File: src/rtl/soc_pkg.sv
// Shared SoC definitions for the write-back bus: address map, arbiter states, master ids.
package soc_pkg;

    localparam logic [31:0] RAM_BASE   = 32'd0;
    localparam logic [31:0] DRAM_BASE  = 32'd206800;
    localparam logic [31:0] BTN_ADDR   = 32'd411700;
    localparam logic [31:0] ADDR_LIMIT = 32'd411701;

    typedef enum logic [1:0] {
        IDLE = 2'd0,
        OWN0 = 2'd1,
        OWN1 = 2'd2
    } arb_state_t;

    typedef logic master_id_t;

endpackage

File: src/rtl/bus_arbiter_if.sv
// Two-master bus bundle plus the shared decoder side of the write-back bus.
interface bus_arbiter_if;

    logic        m0_req, m0_write, m0_lock, m0_gnt, m0_rvalid, m0_err;
    logic [31:0] m0_addr, m0_wdata, m0_rdata;
    logic        m1_req, m1_write, m1_lock, m1_gnt, m1_rvalid, m1_err;
    logic [31:0] m1_addr, m1_wdata, m1_rdata;
    logic [31:0] bus_addr, bus_wdata, bus_rdata;
    logic        bus_write;

    modport slave (
        input  m0_req, m0_write, m0_lock, m0_addr, m0_wdata,
        input  m1_req, m1_write, m1_lock, m1_addr, m1_wdata,
        output m0_gnt, m0_rvalid, m0_err, m0_rdata,
        output m1_gnt, m1_rvalid, m1_err, m1_rdata,
        output bus_addr, bus_wdata, bus_write,
        input  bus_rdata
    );

    modport master (
        output m0_req, m0_write, m0_lock, m0_addr, m0_wdata,
        output m1_req, m1_write, m1_lock, m1_addr, m1_wdata,
        input  m0_gnt, m0_rvalid, m0_err, m0_rdata,
        input  m1_gnt, m1_rvalid, m1_err, m1_rdata,
        input  bus_addr, bus_wdata, bus_write,
        output bus_rdata
    );

endinterface

File: src/rtl/rd_return_tag.sv
// One-deep tag of the last beat: routes read data and error pulses back to the issuing master.
module rd_return_tag
    import soc_pkg::*;
(
    input  logic        clock,
    input  logic        nreset,
    input  logic        beat_i,
    input  logic        write_i,
    input  logic        in_map_i,
    input  master_id_t  id_i,
    input  logic [31:0] bus_rdata_i,
    output logic [1:0]  rvalid_o,
    output logic [1:0]  err_o,
    output logic [31:0] rdata0_o,
    output logic [31:0] rdata1_o
);

    logic       rd_q, rd_d;
    logic       err_q, err_d;
    logic       in_map_q;
    master_id_t id_q;
    logic [31:0] ret_data;

    assign rd_d  = beat_i & ~write_i;
    assign err_d = beat_i & ~in_map_i;

    // The id is captured with the beat, so a handover on the same edge cannot misroute it.
    always_ff @(posedge clock or negedge nreset) begin
        if (!nreset) begin
            rd_q     <= 1'b0;
            err_q    <= 1'b0;
            in_map_q <= 1'b0;
            id_q     <= 1'b0;
        end else begin
            rd_q     <= rd_d;
            err_q    <= err_d;
            in_map_q <= in_map_i;
            id_q     <= id_i;
        end
    end

    assign rvalid_o = {rd_q & id_q, rd_q & ~id_q};
    assign err_o    = {err_q & id_q, err_q & ~id_q};
    assign ret_data = (rd_q && in_map_q) ? bus_rdata_i : 32'd0;
    assign rdata0_o = rvalid_o[0] ? ret_data : 32'd0;
    assign rdata1_o = rvalid_o[1] ? ret_data : 32'd0;

endmodule

File: src/rtl/bus_arbiter.sv
// Two-master arbiter for the write-back bus: registered grant, bounded hold with lock, map check.
//   state | meaning
//   IDLE  | no owner, bus outputs idle
//   OWN0  | master 0 (CPU) owns the bus
//   OWN1  | master 1 (JPEG/DMA) owns the bus
module bus_arbiter
    import soc_pkg::*;
#(
    parameter logic [31:0] ADDR_LIMIT = soc_pkg::ADDR_LIMIT,
    parameter int          MAX_HOLD   = 16,
    parameter int          HOLD_W     = 5
) (
    input  logic       clock,
    input  logic       nreset,
    bus_arbiter_if.slave bus
);

    localparam logic [1:0] ST_IDLE = IDLE;
    localparam logic [1:0] ST_OWN0 = OWN0;
    localparam logic [1:0] ST_OWN1 = OWN1;

    logic [1:0]        state_q, state_d;
    logic [HOLD_W-1:0] hold_q, hold_d;
    master_id_t        last_q, last_d;

    master_id_t  owner;
    logic        owned, req_own, req_oth, lock_own, write_own, beat, in_map;
    logic [31:0] addr_own, wdata_own;
    logic [1:0]  oth_state;

    always_comb begin
        owner     = (state_q == ST_OWN1);
        owned     = (state_q == ST_OWN0) || (state_q == ST_OWN1);
        req_own   = owner ? bus.m1_req   : bus.m0_req;
        req_oth   = owner ? bus.m0_req   : bus.m1_req;
        lock_own  = owner ? bus.m1_lock  : bus.m0_lock;
        write_own = owner ? bus.m1_write : bus.m0_write;
        addr_own  = owner ? bus.m1_addr  : bus.m0_addr;
        wdata_own = owner ? bus.m1_wdata : bus.m0_wdata;
        oth_state = owner ? ST_OWN0 : ST_OWN1;
    end

    assign beat   = owned & req_own;
    assign in_map = addr_own < ADDR_LIMIT;

    assign bus.bus_addr  = beat ? addr_own  : 32'd0;
    assign bus.bus_wdata = beat ? wdata_own : 32'd0;
    assign bus.bus_write = beat & write_own & in_map;

    always_comb begin
        state_d = state_q;
        hold_d  = hold_q;
        last_d  = last_q;
        case (state_q)
            ST_IDLE: begin
                if (bus.m0_req && bus.m1_req) state_d = last_q ? ST_OWN0 : ST_OWN1;
                else if (bus.m0_req)          state_d = ST_OWN0;
                else if (bus.m1_req)          state_d = ST_OWN1;
            end
            ST_OWN0, ST_OWN1: begin
                if (beat && hold_q != HOLD_W'(MAX_HOLD)) hold_d = hold_q + HOLD_W'(1);
                if (!req_own)
                    state_d = req_oth ? oth_state : ST_IDLE;
                else if (req_oth && !lock_own && hold_q == HOLD_W'(MAX_HOLD - 1))
                    state_d = oth_state;
                if (state_d != state_q) begin
                    last_d = owner;
                    hold_d = '0;
                end
            end
            default: state_d = ST_IDLE;
        endcase
    end

    // last_q resets to master 1 so that master 0 wins the first tie.
    always_ff @(posedge clock or negedge nreset) begin
        if (!nreset) begin
            state_q <= ST_IDLE;
            hold_q  <= '0;
            last_q  <= 1'b1;
        end else begin
            state_q <= state_d;
            hold_q  <= hold_d;
            last_q  <= last_d;
        end
    end

    assign bus.m0_gnt = (state_q == ST_OWN0);
    assign bus.m1_gnt = (state_q == ST_OWN1);

    logic [1:0] rvalid, err;

    rd_return_tag u_rd_return_tag (
        .clock       (clock),
        .nreset      (nreset),
        .beat_i      (beat),
        .write_i     (write_own),
        .in_map_i    (in_map),
        .id_i        (owner),
        .bus_rdata_i (bus.bus_rdata),
        .rvalid_o    (rvalid),
        .err_o       (err),
        .rdata0_o    (bus.m0_rdata),
        .rdata1_o    (bus.m1_rdata)
    );

    assign bus.m0_rvalid = rvalid[0];
    assign bus.m1_rvalid = rvalid[1];
    assign bus.m0_err    = err[0];
    assign bus.m1_err    = err[1];

endmodule

File: src/flat_wrapper.sv
// flat-port wrapper written by rule: the top's interface ports become plain ports
module bus_arbiter_flat import soc_pkg::*;
#(
    parameter logic [31:0] ADDR_LIMIT = soc_pkg::ADDR_LIMIT,
    parameter int          MAX_HOLD   = 16,
    parameter int          HOLD_W     = 5
)
  (clock, nreset, bus_m0_req, bus_m0_write, bus_m0_lock, bus_m0_addr, bus_m0_wdata, bus_m1_req, bus_m1_write, bus_m1_lock, bus_m1_addr, bus_m1_wdata, bus_m0_gnt, bus_m0_rvalid, bus_m0_err, bus_m0_rdata, bus_m1_gnt, bus_m1_rvalid, bus_m1_err, bus_m1_rdata, bus_bus_addr, bus_bus_wdata, bus_bus_write, bus_bus_rdata);
  bus_arbiter_if bus_i ();
  input  logic clock;
  input  logic nreset;
  input wire logic [$bits(bus_i.m0_req)-1:0] bus_m0_req;
  input wire logic [$bits(bus_i.m0_write)-1:0] bus_m0_write;
  input wire logic [$bits(bus_i.m0_lock)-1:0] bus_m0_lock;
  input wire logic [$bits(bus_i.m0_addr)-1:0] bus_m0_addr;
  input wire logic [$bits(bus_i.m0_wdata)-1:0] bus_m0_wdata;
  input wire logic [$bits(bus_i.m1_req)-1:0] bus_m1_req;
  input wire logic [$bits(bus_i.m1_write)-1:0] bus_m1_write;
  input wire logic [$bits(bus_i.m1_lock)-1:0] bus_m1_lock;
  input wire logic [$bits(bus_i.m1_addr)-1:0] bus_m1_addr;
  input wire logic [$bits(bus_i.m1_wdata)-1:0] bus_m1_wdata;
  output wire logic [$bits(bus_i.m0_gnt)-1:0] bus_m0_gnt;
  output wire logic [$bits(bus_i.m0_rvalid)-1:0] bus_m0_rvalid;
  output wire logic [$bits(bus_i.m0_err)-1:0] bus_m0_err;
  output wire logic [$bits(bus_i.m0_rdata)-1:0] bus_m0_rdata;
  output wire logic [$bits(bus_i.m1_gnt)-1:0] bus_m1_gnt;
  output wire logic [$bits(bus_i.m1_rvalid)-1:0] bus_m1_rvalid;
  output wire logic [$bits(bus_i.m1_err)-1:0] bus_m1_err;
  output wire logic [$bits(bus_i.m1_rdata)-1:0] bus_m1_rdata;
  output wire logic [$bits(bus_i.bus_addr)-1:0] bus_bus_addr;
  output wire logic [$bits(bus_i.bus_wdata)-1:0] bus_bus_wdata;
  output wire logic [$bits(bus_i.bus_write)-1:0] bus_bus_write;
  input wire logic [$bits(bus_i.bus_rdata)-1:0] bus_bus_rdata;
  assign bus_i.m0_req = bus_m0_req;
  assign bus_i.m0_write = bus_m0_write;
  assign bus_i.m0_lock = bus_m0_lock;
  assign bus_i.m0_addr = bus_m0_addr;
  assign bus_i.m0_wdata = bus_m0_wdata;
  assign bus_i.m1_req = bus_m1_req;
  assign bus_i.m1_write = bus_m1_write;
  assign bus_i.m1_lock = bus_m1_lock;
  assign bus_i.m1_addr = bus_m1_addr;
  assign bus_i.m1_wdata = bus_m1_wdata;
  assign bus_m0_gnt = bus_i.m0_gnt;
  assign bus_m0_rvalid = bus_i.m0_rvalid;
  assign bus_m0_err = bus_i.m0_err;
  assign bus_m0_rdata = bus_i.m0_rdata;
  assign bus_m1_gnt = bus_i.m1_gnt;
  assign bus_m1_rvalid = bus_i.m1_rvalid;
  assign bus_m1_err = bus_i.m1_err;
  assign bus_m1_rdata = bus_i.m1_rdata;
  assign bus_bus_addr = bus_i.bus_addr;
  assign bus_bus_wdata = bus_i.bus_wdata;
  assign bus_bus_write = bus_i.bus_write;
  assign bus_i.bus_rdata = bus_bus_rdata;
  bus_arbiter #(.ADDR_LIMIT(ADDR_LIMIT), .MAX_HOLD(MAX_HOLD), .HOLD_W(HOLD_W)) u_core (.clock(clock), .nreset(nreset), .bus(bus_i));
endmodule
File: config.mk
export PLATFORM = sky130hd
export DESIGN_NAME = bus_arbiter_flat
export DESIGN_NICKNAME = d
export VERILOG_FILES = /design/src/rtl/soc_pkg.sv /design/src/rtl/bus_arbiter_if.sv /design/src/rtl/rd_return_tag.sv /design/src/rtl/bus_arbiter.sv /design/src/flat_wrapper.sv
export SDC_FILE = /design/constraint.sdc
export NUM_CORES = 1
export LEC_CHECK = 0
export ABC_CLOCK_PERIOD_IN_PS = 2900
export CAP_MARGIN = 40
export CORE_AREA = 2 2 117 119
export CTS_CLUSTER_SIZE = 24
export DETAILED_ROUTE_END_ITERATION = 12
export DIE_AREA = 0 0 119 121
export PLACE_DENSITY = 0.69
export SLEW_MARGIN = 10
export SYNTH_ARGS = -nofsm -noshare
export SYNTH_HDL_FRONTEND = slang
export SYNTH_SLANG_ARGS = --single-unit
File: constraint.sdc
create_clock -name clock -period 2.9 [get_ports clock]
set_clock_uncertainty 0.05 [all_clocks]
set_input_delay 0.87 -clock clock [delete_from_list [all_inputs] [get_ports clock]]
set_output_delay 0.87 -clock clock [all_outputs]
set_load 0.01 [all_outputs]
==> metrics.csv, run 1 <==
metric,value,unit
CTS root buf,clkbuf_16,
"area leader, netlist",mux2i_1,
die width,119,um
Final Hold Fails,0,
Post-synth EDFFs,0,
Row Count,42,
DPL Wire Length,10.29,mm
largest net degree at the start of global routing,33,
period utilisation layout,109.7,%
nature of the critical path startpoint,input pin,
Final Critical Period,3.182,ns
Critical R2R Launch,u_core.state_q[0]$_DFFE_PN0P_,
sequential cell area,302.8,um^2
crit path kind,in -> out,
clock-pin slew on the worst setup and hold paths,0.04,ns
synthesized flop and latch total,12,
Yosys top cell area share,26.19,%
setup violators final,60,
Iteration-0 DRC Markers,84,
clk_lat worst skew,0.24,ns
vias in the first global route,3964,
Max H-tree Level,1,
drt drc,0,
Inserted Clock Buffers,3,
Multi-input gate area,2307,um^2
Area contributors post-synth,"mux2i_1 (26%), and2_1 (16%), dfrtp_1 (11%), nor2_1 (11%), ha_1 (3.5%)",
Mapped Cells,344,
synthesized net count,519,
final instance area,6284,um^2
global-route wire length before repair,19.47,mm
port bufs,302,
status,"complete, but fails checks",
synthesized area,2522,um^2
CP endpoint kind,output port,
Hold Path Stages,1,
Vias per Instance,4.474,
slew margin rel.,62.42,%
RSZ-0062 raised after global routing,yes,
Async SR Flop Fraction,100.0,%
PwrDens,641.2,nW/um^2
Max-Cap Viols,0,
Diodes inserted,0,
Cell variety after synth,46,
ANT nets after route,0,
Starting Density,19.28,%
final setup TNS,-4.463,ns
worst hold path class,reg -> reg,
initial antenna violation count,0,
Final Max Slew Viols,0,
top-count cell post-synth,nor2_1,
hold wc startpoint,u_core.hold_q[3]$_DFFE_PN0P_,
failing checks,negative setup slack,
cts hold-fix bufs,0,
worst-case reg-to-reg path depth,11,
GRT Overall Usage,16.85,%
DP Area,5978,um^2
Arrival @ worst endpoint,2.26,ns
setup ws final,-0.2821,ns
crit path launch,bus_m1_addr[31],
I/O pin count,303,
Layout Nets,867,
Worst Tran Pin Value,0.5620,ns
via count,3879,
"Top FF cell, synth",dfrtp_1,
sequential-to-total area share from yosys stat,11.95,%
layout cells sized above 1,29.38,%
worst vdd ir,0.3132,mV
CTS tree,yes,
"Area growth, synth to finish",149.1,%
die area,14400,um^2
Leakage,0.003364,uW
pre-CTS worst setup slack,-1.116,ns
CORE AREA,13090,um^2
synth warn,0,
drt wl/cell,15.42,um
FILL cells,1297,
CTS Sinks,12,
clk buf depth,2,
leading cell types by count after synthesis,"nor2_1 (73), and2_1 (66), mux2i_1 (66)",
RD Place Congestion,0.8947,
FMAX,314.3,MHz
height of the chip,121,um
syn avg cell area,7.333,um^2
grt ovf,0,
Detailed Route WL,13.37,mm
drt pass-1 iters,4,
CP required,1.98,ns
Layout Utilization,48.02,%
"critical path fanouts, max",3,
==> final timing paths <==
check / slack [ns] / to
max: -0.28 / bus_bus_write
min: 0.52 / u_core.hold_q[3]$_DFFE_PN0P_
max reg2reg: 0.30 / u_core.hold_q[2]$_DFFE_PN0P_
min reg2reg: 0.52 / u_core.hold_q[3]$_DFFE_PN0P_
max in group asynchronous: 1.45 / u_core.state_q[0]$_DFFE_PN0P_
min in group asynchronous: 0.95 / u_core.hold_q[2]$_DFFE_PN0P_
==> cell families after synthesis <==
group,after synthesis,synth area share (%)
simple gates,188,40.03
mux,68,27.08
compound gates,36,11.16
buf+inv,33,6.300
flops,12,11.95
fa+ha+maj,7,3.472
==> routing by layer <==
layer | vias up | share of wire (%) | global-route usage [%]
met2 | 200 | 55 | 35.49
met1 | 1777 | 35 | 16.27
met5 | - | 0 | 0
met4 | 0 | 1.8 | 3.943
li1 | 1883 | - | -
met3 | 19 | 7.9 | 3.712
==> cell usage in the layout, fill, tap and decap left out, types with 3 or more instances in the layout <==
master           instances
nor4_4                   4
o21ai_0                  3
clkdlybuf4s50_1        108
nor2_2                   5
buf_12                   6
ha_1                     5
buf_6                   13
nand2_2                  3
clkdlybuf4s15_2          3
buf_16                   3
and2_1                  66
dlymetal6s2s_1          20
dlygate4sd2_1           80
nor2_1                  67
a21oi_2                  3
mux2i_1                 64
nand2_1                  9
inv_1                    6
clkbuf_16                6
clkbuf_2                17
a31oi_1                  4
a21oi_1                  6
buf_4                   40
clkdlybuf4s15_1          9
dfrtp_1                 10
buf_2                   64
and3_1                   4
nor4_2                   4
==> critical path, cell delays in order <==
cell and delay, ns:
dlygate4sd2_1 0.28, nor4_2 0.20, nand3_2 0.16, a221oi_2 0.27
a221o_2 0.16, nor3b_4 0.15, buf_2 0.16
==> flip-flops by register name, summed over array words and instances, names as in the netlist <==
signal                           count
u_core.hold_q                        5
u_core.state_q                       2
u_core.last_q                        1
u_core.u_rd_return_tag.err_q         1
u_core.u_rd_return_tag.id_q          1
u_core.u_rd_return_tag.in_map_q      1
u_core.u_rd_return_tag.rd_q          1
==> power breakdown <==
part           internal (uW)  switching (uW)
combinational           1900            1590
sequential               230            50.9
clock                    185            70.4
==> stage by stage <==
step | cells | total power (uW) | hold slack (ns)
floorplan | 344 | 1738 | 0.4607
global placement | 834 | 3139 | 0.4964
detailed placement | 834 | 3188 | 0.5158
CTS | 859 | 3827 | 0.5278
global route | 867 | 4293 | 0.5586
finish | 867 | 4029 | 0.5248
==> final cells by class <==
type                    instances  area share (%)
flip-flops and latches         12           4.819
inverters                       7          0.4182
repair buffers                369           53.29
clock buffers                   4           1.254
multi-input cells             299           36.72
well taps                     176           3.505
==> repair_timing <==
item | in CTS | in global routing
gates cloned | 3 | 3
pin swaps | 34 | 23
buffers inserted | 18 | 10
gates resized for setup | 439 | 79
setup endpoints to repair | 117 | 78
(Power assumes the default switching activity.)
==> run 2, diff against run 1 <==
--- a/config.mk
+++ b/config.mk
@@ -5,13 +5,13 @@
 export SDC_FILE = /design/constraint.sdc
 export NUM_CORES = 1
 export LEC_CHECK = 0
-export ABC_CLOCK_PERIOD_IN_PS = 2900
+export ABC_CLOCK_PERIOD_IN_PS = 3750
 export CAP_MARGIN = 40
-export CORE_AREA = 2 2 117 119
+export CORE_AREA = 2 2 116 118
 export CTS_CLUSTER_SIZE = 24
 export DETAILED_ROUTE_END_ITERATION = 12
-export DIE_AREA = 0 0 119 121
-export PLACE_DENSITY = 0.69
+export DIE_AREA = 0 0 118 120
+export PLACE_DENSITY = 0.68
 export SLEW_MARGIN = 10
 export SYNTH_ARGS = -nofsm -noshare
 export SYNTH_HDL_FRONTEND = slang
==> constraint.sdc (replaced) <==
create_clock -name clock -period 3.75 [get_ports clock]
set_clock_uncertainty 0.05 [all_clocks]
set_input_delay 1.125 -clock clock [delete_from_list [all_inputs] [get_ports clock]]
set_output_delay 1.125 -clock clock [all_outputs]
set_load 0.01 [all_outputs]
==> metrics.csv, run 2 (synthesis gave the netlist of run 1 again) <==
metric,value,unit
status,completed,
cell family with most CP delay,buffers and inverters,
CTS tree,yes,
sequential cell area,301.5,um^2
Crit path buffers/inverters,2,
Starting Density,19.43,%
die area,14160,um^2
grt ovf,0,
"critical path fanouts, max",2,
final instance area,6197,um^2
Worst Tran Pin Value,0.5880,ns
critical path cell sequence,"clkdlybuf4s50_1, a32oi_1, a221o_2, nor3b_2, buf_2",
vias in the first global route,3856,
critical-path cell with the highest stage delay,clkdlybuf4s50_1,
Final Hold Fails,0,
layout cells sized above 1,15.69,%
Vias per Instance,4.504,
Inserted Clock Buffers,3,
port bufs,302,
CTS Sinks,12,
DP Area,5903,um^2
CTS root buf,clkbuf_16,
final setup TNS,0,ns
drt drc,0,
Final Max Slew Viols,0,
clk_lat worst skew,0.24,ns
slew margin rel.,60.80,%
Final Critical Period,3.697,ns
cts hold-fix bufs,0,
CORE AREA,12980,um^2
FMAX,270.5,MHz
initial antenna violation count,2,
Row Count,42,
CP endpoint kind,output port,
worst hold path class,reg -> reg,
Max H-tree Level,1,
Layout Nets,839,
period utilisation layout,98.58,%
drt wl/cell,15.98,um
largest registers,"u_core.hold_q x5, u_core.state_q x2",
drt pass-1 iters,4,
I/O pin count,303,
largest net degree at the start of global routing,38,
Max-Cap Viols,0,
max reg flops,5,
height of the chip,120,um
die width,118,um
Multi-input gate area,2238,um^2
worst vdd ir,0.1871,mV
GRT Overall Usage,17.59,%
FILL cells,1275,
nature of the critical path startpoint,input pin,
clock-pin slew on the worst setup and hold paths,0.04,ns
"commonest non-fill, non-tap cell in the layout",clkdlybuf4s50_1,
ANT nets after route,0,
Iteration-0 DRC Markers,131,
via count,3788,
global-route wire length before repair,20.11,mm
Detailed Route WL,13.44,mm
most frequent cells in the layout,"clkdlybuf4s50_1 (173), nor2_1 (72), and2_1 (66)",
"Area growth, synth to finish",145.7,%
setup violators final,0,
Arrival @ worst endpoint,2.52,ns
PwrDens,420.6,nW/um^2
DPL Wire Length,11.03,mm
CP peak stage delay,0.51,ns
CP required,2.57,ns
Largest Register,u_core.hold_q,
Leakage,0.002949,uW
RD Place Congestion,0.9331,
crit path kind,in -> out,
worst hold slack,0.5276,ns
RSZ-0062 raised after global routing,yes,
clk buf depth,2,
-- run 2: changes by cell type in the layout (fill, tap and decap cells not counted), sizes merged --
cell,change
clkdlybuf4s50,+65
dlygate4sd2,-30
diode,+2
dlymetal6s2s,+15
bufbuf,-1
clkbuf,-4
clkdlybuf4s15,+11
buf,-84
-- run 2: layer usage --
metal  GRT usage [%]  routed length, um
met4           3.389                178
met2           34.27               6933
met3           3.422               1109
met5               0                  0
met1           19.77               5219
-- run 2: path summary, 6_finish.rpt --
path | start | endpoint | slack, ns | cells after the start
min in group asynchronous | nreset | u_core.hold_q[3]$_DFFE_PN0P_ | 1.18 | 1
setup / recovery | bus_m0_addr[18] | bus_bus_write | 0.05 | 5
setup reg to reg | u_core.state_q[0]$_DFFE_PN0P_ | u_core.hold_q[2]$_DFFE_PN0P_ | 1.25 | 9
hold reg to reg | u_core.hold_q[3]$_DFFE_PN0P_ | u_core.hold_q[3]$_DFFE_PN0P_ | 0.53 | 1
hold / removal | u_core.hold_q[3]$_DFFE_PN0P_ | u_core.hold_q[3]$_DFFE_PN0P_ | 0.53 | 1
max in group asynchronous | nreset | u_core.last_q$_DFFE_PN1P_ | 2.10 | 1
-- run 2: timing repair --
item                       4_1_cts  5_1_grt
gates resized for setup        136      105
pin swaps                       13       31
buffers inserted                 2        7
cloned                           1        0
setup endpoints to repair       65       28
-- run 2: through the flow --
step	instances	utilization (%)	power [uW]	setup WS (ns)
after global routing	841	47.74	2801	-0.03084
after floorplan	344	-	1338	0.3887
final	841	47.74	2607	0.05343
after CTS	832	46.41	2571	-0.1922
after detailed placement	825	45.48	2412	-0.7896
after global placement	825	45.48	2399	-0.7287
-- run 2: where the power goes --
part	leakage, uW	total (uW)	switching [uW]	internal, uW
sequential	0.000154	217	39.9	177
clock	0.0000382	197	53.8	143
combinational	0.00276	2190	1070	1120
-- run 2: final cells by class --
type / count / area share, %
well taps: 176 / 3.553
repair buffers: 341 / 53.68
flip-flops and latches: 12 / 4.866
diodes: 2 / 0.08076
inverters: 7 / 0.4240
clock buffers: 4 / 1.272
multi-input cells: 299 / 36.12
-- run 2: worst reg2reg max path, cell delays in order, from the launching register on --
cell and delay [ns]:
dfrtp_1 0.37, inv_1 0.11, ha_4 0.24, buf_4 0.23
buf_12 0.25, and4b_1 0.29, a311oi_2 0.08, nor3_2 0.32
a21oi_1 0.15, a211o_1 0.30
